==> src/rtl/fwd_hazard_ctrl.sv <==
// Forwarding-select and hazard controller for a 5-stage MIPS pipeline: operand bypass
// selection, load-use and HI/LO hazard detection, mult/div busy tracking and a stall counter.
module fwd_hazard_ctrl #(
    parameter int AW    = 5,
    parameter int NRD   = 2,
    parameter int NSTG  = 3,
    parameter int MDLAT = 4,
    parameter int CW    = 16
) (
    input  logic                         clk,
    input  logic                         rst_n,
    input  logic [NRD*AW-1:0]            ex_src,
    input  logic [NSTG-1:0]              stg_we,
    input  logic [NSTG*AW-1:0]           stg_rd,
    output logic [NRD*$clog2(NSTG+1)-1:0] fwd_sel,
    input  logic [NRD*AW-1:0]            id_src,
    input  logic [NRD-1:0]               id_src_vld,
    input  logic                         ex_is_load,
    input  logic [AW-1:0]                ex_rd,
    input  logic                         id_md_issue,
    input  logic                         id_hilo_rd,
    input  logic                         flush_in,
    input  logic                         perf_clr,
    output logic                         stall_if_id,
    output logic                         flush_id_ex,
    output logic                         md_busy,
    output logic                         md_done,
    output logic [CW-1:0]                stall_cnt
);

    localparam int SW   = $clog2(NSTG + 1);
    localparam int CNTW = (MDLAT > 1) ? $clog2(MDLAT) : 1;
    localparam logic [CNTW-1:0] MD_LOAD   = CNTW'(MDLAT - 1);
    localparam logic [CW-1:0]   STALL_MAX = '1;

    typedef enum logic [1:0] {
        MD_IDLE = 2'd0,
        MD_BUSY = 2'd1,
        MD_DONE = 2'd2
    } md_state_t;

    md_state_t       r_state;
    md_state_t       w_state_next;
    logic [CNTW-1:0] r_md_cnt;
    logic [CNTW-1:0] w_md_cnt_next;
    logic [CW-1:0]   r_stall_cnt;

    logic w_lu_match;
    logic w_lu;
    logic w_md_busy;
    logic w_md_haz;
    logic w_stall;
    logic w_md_start;

    // Scanning farthest-to-nearest lets the nearest matching stage overwrite the select last.
    // NOTE: every signal driven in always_comb gets a default first so no path leaves it
    // unassigned; otherwise synthesis infers a latch to hold the old value.
    always_comb begin
        fwd_sel = '0;
        for (int i = 0; i < NRD; i++) begin
            for (int k = NSTG - 1; k >= 0; k--) begin
                if (stg_we[k] && (ex_src[i*AW +: AW] != '0) &&
                    (stg_rd[k*AW +: AW] == ex_src[i*AW +: AW])) begin
                    fwd_sel[i*SW +: SW] = SW'(k + 1);
                end
            end
        end
    end

    always_comb begin
        w_lu_match = 1'b0;
        for (int i = 0; i < NRD; i++) begin
            if (id_src_vld[i] && (id_src[i*AW +: AW] == ex_rd)) begin
                w_lu_match = 1'b1;
            end
        end
    end

    assign w_lu      = ex_is_load && (ex_rd != '0) && w_lu_match;
    assign w_md_busy = (r_state != MD_IDLE);
    assign w_md_haz  = w_md_busy && (id_hilo_rd || id_md_issue);

    // Gating with rst_n keeps the pipeline controls quiet while reset is held, even if
    // the hazard inputs are active.
    assign w_stall    = rst_n && (w_lu || w_md_haz) && !flush_in;
    assign w_md_start = id_md_issue && !w_stall && !flush_in;

    always_comb begin
        w_state_next  = r_state;
        w_md_cnt_next = r_md_cnt;
        case (r_state)
            MD_IDLE: begin
                if (w_md_start) begin
                    w_state_next  = MD_BUSY;
                    w_md_cnt_next = MD_LOAD;
                end
            end
            MD_BUSY: begin
                if (r_md_cnt == '0) begin
                    w_state_next = MD_DONE;
                end else begin
                    w_md_cnt_next = r_md_cnt - 1'b1;
                end
            end
            MD_DONE: begin
                w_state_next = MD_IDLE;
            end
            default: begin
                w_state_next  = MD_IDLE;
                w_md_cnt_next = '0;
            end
        endcase
    end

    // NOTE: sequential state uses non-blocking assignments so every register samples
    // the pre-edge values, independent of statement order across always blocks.
    always_ff @(posedge clk or negedge rst_n) begin
        if (!rst_n) begin
            r_state  <= MD_IDLE;
            r_md_cnt <= '0;
        end else begin
            r_state  <= w_state_next;
            r_md_cnt <= w_md_cnt_next;
        end
    end

    always_ff @(posedge clk or negedge rst_n) begin
        if (!rst_n) begin
            r_stall_cnt <= '0;
        end else if (perf_clr) begin
            r_stall_cnt <= '0;
        end else if (w_stall && (r_stall_cnt != STALL_MAX)) begin
            r_stall_cnt <= r_stall_cnt + 1'b1;
        end
    end

    assign stall_if_id = w_stall;
    assign flush_id_ex = w_stall;
    assign md_busy     = w_md_busy;
    assign md_done     = (r_state == MD_DONE);
    assign stall_cnt   = r_stall_cnt;

endmodule

==> config.mk <==
export PLATFORM = sky130hd
export DESIGN_NAME = fwd_hazard_ctrl
export DESIGN_NICKNAME = d
export VERILOG_FILES = /design/src/rtl/fwd_hazard_ctrl.sv
export SDC_FILE = /design/constraint.sdc
export NUM_CORES = 1
export LEC_CHECK = 0
export CAP_MARGIN = 20
export CORE_UTILIZATION = 45
export DETAILED_ROUTE_END_ITERATION = 16
export HOLD_SLACK_MARGIN = 0.1
export PLACE_DENSITY = 0.88
export SLEW_MARGIN = 20
export SYNTH_ARGS = -nofsm -noshare
export SYNTH_HDL_FRONTEND = slang
export SYNTH_SLANG_ARGS = --single-unit
==> constraint.sdc <==
create_clock -name clk -period 4.05 [get_ports clk]
set_clock_uncertainty 0.15 [all_clocks]
set_input_delay 1.0125 -clock clk [delete_from_list [all_inputs] [get_ports clk]]
set_output_delay 1.0125 -clock clk [all_outputs]
set_load 0.1 [all_outputs]
==> results of run 1 <==
final cells by class:
| cell class | instances | share of cell area (%) |
|---|---|---|
| inverter | 4 | 0.571 |
| tap | 46 | 2.19 |
| timing repair buffer | 81 | 32.7 |
| clock buffer | 4 | 2.10 |
| multi-input combinational | 164 | 43.4 |
| sequential | 20 | 19.0 |
power by group:
group / leakage [nW] / internal [mW] / switching, mW / total (mW)
Sequential: 0.272 / 0.220 / 0.0208 / 0.241
Combinational: 0.683 / 0.157 / 0.228 / 0.386
Clock: 0.0288 / 0.0865 / 0.0672 / 0.154
Total: 0.984 / 0.464 / 0.316 / 0.780
cells in the final DEF (no fill, tap or decap), types with 2 or more instances in the layout:
master	Yosys	layout
buf_12	0	6
nand3_1	7	7
nor2_1	14	11
and3_4	3	3
o21ai_2	2	2
clkdlybuf4s50_1	0	66
nor2b_1	4	4
nor2_2	0	3
xnor2_1	28	28
or4_1	9	9
dlymetal6s2s_1	0	2
a21oi_1	15	15
nand4_1	10	10
nand2b_1	2	2
o21ai_1	10	10
o31ai_1	4	4
clkbuf_8	0	4
dfrtp_1	20	20
or2_2	2	2
buf_4	1	7
a21o_1	2	2
nor4_1	4	4
inv_1	4	4
ha_1	2	2
nand2_1	9	9
xor2_1	14	14
or3_1	13	13
repair_timing:
item | 4_1_cts | 5_1_grt
setup buffers | 0 | 1
endpoints found under the setup margin | 0 | 3
resized for setup | 0 | 2
logic make-up after synthesis:
| group | after synthesis |
|---|---|
| and+or+nand+nor | 79 |
| adders and majority gates | 2 |
| xor gates and xnor gates | 42 |
| DFF | 20 |
| buffers and inverters | 9 |
| AOI/OAI and AO/OA | 40 |
| muxes | 1 |
worst min path at each step:
stage / from / end / slack [ns]
floorplan: r_state[1] / r_state[1] / 0.32
global placement: r_md_cnt[0] / r_md_cnt[0] / 0.34
detailed placement: r_md_cnt[0] / r_md_cnt[0] / 0.35
CTS: r_md_cnt[0] / r_md_cnt[0] / 0.36
global route: r_md_cnt[0] / r_md_cnt[0] / 0.39
finish: r_md_cnt[0] / r_md_cnt[0] / 0.36
layer usage:
metal  part of all wire, %  vias up  global-route usage [%]
li1                      -      868                       -
met1                    46      835                    35.7
met2                    46       80                    39.9
met3                   7.3        4                    3.44
met4                  0.74        0                    7.67
met5                     0        -                       0
critical path, stage by stage:
cell	delay, ns
clkdlybuf4s50_1	0.54
or4_1	0.14
nor2_1	0.05
or4_1	0.55
nor2b_1	0.16
nor2_2	0.15
buf_12	0.19
sequential cells by signal, summed over array words and instances (netlist names):
signal     flops
stall_cnt     16
r_md_cnt       2
r_state        2
through the flow:
stage / worst slack (ns) / power [mW] / hold slack [ns] / std cells
CTS: 0.0470 / 0.782 / 0.358 / 318
detailed placement: 0.0551 / 0.631 / 0.349 / 314
finish: 0.0878 / 0.780 / 0.358 / 319
global placement: 0.103 / 0.620 / 0.341 / 314
floorplan: -0.0461 / 0.497 / 0.318 / 193
global route: 0.00261 / 0.821 / 0.387 / 319
==> results.sh, run 1 <==
export IMPL_grt_pass1_vias=1685
export IMPL_place_area_um2=2560
export IMPL_synthTopCellsByCount="28 x xnor2_1, 20 x dfrtp_1, 15 x a21oi_1"
export IMPL_ys_flop_type="dfrtp_1"
export IMPL_grt_max_degree=29
export IMPL_synthMuxAreaShare_pct=0.593
export IMPL_synth_xor_area_share_pct=21.8
export IMPL_async_reset_ff_share_pct=100
export IMPL_core_region_area_um2=3470
export IMPL_yosysTopAreaCell="dfrtp_1"
export IMPL_required_ns=2.89
export IMPL_antenna_found_initial=0
export IMPL_critPathMaxFanout=3
export IMPL_synth_most_common_cell="xnor2_1"
export IMPL_rsz0062_at_grt="no"
export IMPL_startpoint="ex_src[2]"
export IMPL_worst_pin_slew_ns=0.989
export IMPL_drc=0
export IMPL_synth_area_um2=1690
export IMPL_rr_startpoint="stall_cnt[0]"
export IMPL_drv_cap=0
export IMPL_final_setup_viol_count=0
export IMPL_min_path_cells=1
export IMPL_gp_congestion=0.927
export IMPL_ys_top_cells_by_area="dfrtp_1 30%, xnor2_1 15%, xor2_1 7.3%"
export IMPL_clockBufferDepth=2
export IMPL_final_antenna_net_count=0
export IMPL_die_y_um=63.2
export IMPL_ff2ff_path_depth=7
export IMPL_grt_pass1_wl_um=8020
export IMPL_fmax_ghz=0.252
export IMPL_initial_utilization_pct=48.6
export IMPL_route_detailed_wl_per_inst_um=15.3
export IMPL_multi_input_area_um2=1140
export IMPL_viasPerCell=5.60
export IMPL_synthCells=193
export IMPL_cts_sinks=20
export IMPL_path_class="input pin to output port"
export IMPL_worst_ep_arrival_time_ns=2.80
export IMPL_cellLeakagePower_nw=0.984
export IMPL_syn_num_nets=247
export IMPL_cts_tree="built"
export IMPL_grt_overflow=0
export IMPL_die_width_um=63.2
export IMPL_synth_compound_area_share_pct=16.1
export IMPL_cts_root_buf="clkbuf_8"
export IMPL_regArea_um2=500
export IMPL_status="finished clean"
export IMPL_synth_adder_area_share_pct=1.48
export IMPL_seq_area_frac_synth_pct=29.7
export IMPL_clkLatencyLatePin_ns=0.26
export IMPL_first_iter_violations=88
export IMPL_synth_edf_count=0
export IMPL_r2r_end="stall_cnt[13]"
export IMPL_relSlewSlack_pct=33.8
export IMPL_layout_drive_gt1_share_pct=11.0
export IMPL_p_per_area_nw_per_um2=297
export IMPL_fin_area_um2=2630
export IMPL_hpwl_um=3800
export IMPL_synth_top_family_by_area="simple AND/OR/NAND/NOR gates"
export IMPL_ys_types=35
export IMPL_cts_buffers=3
export IMPL_fin_util_pct=75.8
export IMPL_ir_drop_mv=0.187
export IMPL_cp_end_kind="output port"
export IMPL_critical_path_endpoint="fwd_sel[1]"
export IMPL_syn2layout_area_growth_pct=55.8
export IMPL_finalCritPeriodShare_pct=97.8
export IMPL_vias=1787
export IMPL_holdBufCountCts=0
export IMPL_totalWireLength_um=4880
export IMPL_yosys_area_share_simple_pct=27.2
export IMPL_setup_tns_ns=0
export IMPL_placement_io_buffers=75
export IMPL_r2r_setup_slack_ns=1.49
export IMPL_cts_clk_slew_worst_paths_ns=0.07
export IMPL_hold_viol=0
export IMPL_maxSlewViolCount=0
export IMPL_antenna_cells=0
export IMPL_htree_levels=1
export IMPL_fillers=256
export IMPL_fin_nets=328
export IMPL_dieArea_um2=4000
export IMPL_period_minus_slack_ns=3.96
export IMPL_grt_use_total_pct=25.3
export IMPL_fp_row_count=21
export IMPL_ioPinCount=76
export IMPL_synth_seq_cells=20
export IMPL_synthDominantCellAreaShare_pct=29.7
export IMPL_synth_warnings=0
export IMPL_dr_pass1_iters=4
export IMPL_critPathLaunchType="input pin"
export IMPL_avgSynthCellArea_um2=8.74
export IMPL_hold_class="register to register"
No activity file was read; power rests on OpenSTA's default activity.
==> inputs of run 2 (changes only) <==
SLEW_MARGIN = default   (was 20)
==> results of run 2 <==
Same layout as run 1: the final DEF is identical, and so are final timing and power.
==> inputs of run 3 (changes only) <==
CORE_UTILIZATION = 60   (was 45)
DONT_BUFFER_PORTS = 1   (was default)
PLACE_DENSITY = 0.78   (was 0.88)
==> run 3 against run 2 <==
  * Global-route usage is 1.0 points higher
  * First-iteration DRC count is 74% lower
  * Core utilization is 4.6 points lower
  * Routed wire length is 20% lower
  * Sequential power hardly changed
  * Die area is 24% lower
  * Largest cell class unchanged
  * Via count is 15% lower
  * Setup slack better by 0.46 ns
  * Total power is 11% lower
==> results.sh, run 3 (same netlist as run 1, synthesis figures left out) <==
export IMPL_fp_row_count=18
export IMPL_dieArea_um2=3030
export IMPL_layout_commonest_cell="xnor2_1"
export IMPL_layoutNonFillerInstCount=230
export IMPL_worst_pin_slew_ns=1.06
export IMPL_critPathMaxFanout=3
export IMPL_clkLatencyLatePin_ns=0.32
export IMPL_p_per_area_nw_per_um2=381
export IMPL_ir_drop_mv=0.374
export IMPL_drc=0
export IMPL_rsz0062_at_grt="no"
export IMPL_layout_drive_gt1_share_pct=13.0
export IMPL_worst_slack_ns=0.545
export IMPL_relSlewSlack_pct=29.1
export IMPL_initial_utilization_pct=65.7
export IMPL_dr_pass1_iters=4
export IMPL_route_detailed_wl_per_inst_um=16.9
export IMPL_cts_buffers=3
export IMPL_placed_cells=226
export IMPL_grt_max_degree=29
export IMPL_worst_path_max_delay_cell="or4_1"
export IMPL_die_width_um=55.0
export IMPL_viasPerCell=6.59
export IMPL_totalWireLength_um=3900
export IMPL_fmax_ghz=0.285
export IMPL_antenna_cells=0
export IMPL_hold_worst_slack_ns=0.211
export IMPL_first_iter_violations=23
export IMPL_vias=1516
export IMPL_grt_pass1_wl_um=5730
export IMPL_cts_sinks=20
export IMPL_finalCritPeriodShare_pct=86.5
export IMPL_placement_io_buffers=0
export IMPL_fillers=218
export IMPL_die_y_um=55.0
export IMPL_final_antenna_net_count=0
export IMPL_grt_use_total_pct=26.3
export IMPL_hold_class="input pin to async pin"
export IMPL_cts_tree="built"
export IMPL_path_class="input pin to output port"
export IMPL_grt_pass1_vias=1393
export IMPL_cts_setup_buffers=0
export IMPL_cp_end_kind="output port"
export IMPL_drv_cap=0
export IMPL_path_buf_inv=1
export IMPL_gp_congestion=0.846
export IMPL_htree_levels=1
export IMPL_critPathLaunchType="input pin"
export IMPL_grt_overflow=0
export IMPL_maxSlewViolCount=0
export IMPL_holdBufCountCts=0
export IMPL_period_minus_slack_ns=3.51
export IMPL_required_ns=2.89
export IMPL_dp_slack_ns=0.550
export IMPL_ioPinCount=76
export IMPL_worst_ep_arrival_time_ns=2.34
export IMPL_antenna_found_initial=0
export IMPL_crit_family="simple AND/OR/NAND/NOR gates"
export IMPL_path_cells="or4_1 > o21ai_2 > nor2_1 > nor2b_1 > nor2_4 > buf_12"
export IMPL_setup_tns_ns=0
export IMPL_largest_reg_flops=16
export IMPL_fin_nets=255
export IMPL_status="finished clean"
export IMPL_cp_slowest_stage_delay_ns=0.53
export IMPL_final_setup_viol_count=0
export IMPL_core_region_area_um2=2570
export IMPL_hpwl_um=3140
export IMPL_clockBufferDepth=2
export IMPL_p_total_mw=0.696
export IMPL_cts_clk_slew_worst_paths_ns=0.14
export IMPL_cts_root_buf="clkbuf_4"
export IMPL_ctsResizeCount=0
export IMPL_final_cell_mix="28 x xnor2_1, 20 x dfrtp_1, 15 x a21oi_1"
export IMPL_hold_viol=0
export IMPL_syn2layout_area_growth_pct=8.31
export IMPL_cellLeakagePower_nw=0.671
run 3: changes by cell type in the layout (fill, tap and decap cells not counted):
| cell | change |
|---|---|
| nor2b_2 | +1 |
| dlymetal6s2s_1 | -2 |
| nor2_4 | +1 |
| clkdlybuf4s50_1 | -66 |
| clkbuf_4 | +3 |
| nor2b_1 | -1 |
| buf_12 | -5 |
| clkbuf_8 | -4 |
| bufinv_16 | +1 |
| nor2_2 | -1 |
run 3: worst paths after layout:
| check | start | to | slack, ns | depth (start not counted) |
|---|---|---|---|---|
| worst max-delay path | ex_rd[0] | stall_if_id | 0.54 | 6 |
| worst min register to register | r_state[1] | r_state[1] | 0.36 | 1 |
| min in group clk | r_state[1] | r_state[1] | 0.36 | 1 |
| worst max register to register | stall_cnt[3] | stall_cnt[8] | 1.16 | 6 |
| worst min-delay path | rst_n | stall_cnt[14] | 0.21 | 0 |
| max in group asynchronous | rst_n | r_state[1] | 3.43 | 0 |
run 3: per-layer routing:
layer	vias up	global-route usage, %	part of all wire (%)
met5	-	0	0
met4	0	10.4	2.1
met3	12	7.38	8.1
met2	78	46.4	49
met1	705	29.7	40
li1	721	-	-
run 3: per-stage QoR:
stage	util, %	instance area [µm²]
after floorplan	-	1690
after global placement	69.1	1770
after detailed placement	69.1	1770
after CTS	71.2	1830
after global routing	71.2	1830
final	71.2	1830
run 3: final cells by class:
cell class                      count  area (µm²)  share of cell area, %
Multi-Input combinational cell    164        1150                   62.9
Timing Repair Buffer                8        72.6                   3.97
Tap cell                           30        37.5                   2.05
Clock buffer                        3        22.5                   1.23
Sequential cell                    20         500                   27.4
Inverter                            4        15.0                  0.822
Clock inverter                      1        30.0                   1.64
run 3: power breakdown:
group / total, mW / switching [mW] / internal (mW)
sequential: 0.239 / 0.0195 / 0.220
combinational: 0.289 / 0.196 / 0.0931
clock: 0.168 / 0.0675 / 0.100
run 3: worst register-to-register path, stage by stage (launching register included):
cell and delay [ns]:
dfrtp_1 0.80, and3_4 0.43, and3_4 0.18, a221oi_4 0.30
nand2_4 0.22, or4_1 0.57, a21oi_1 0.18
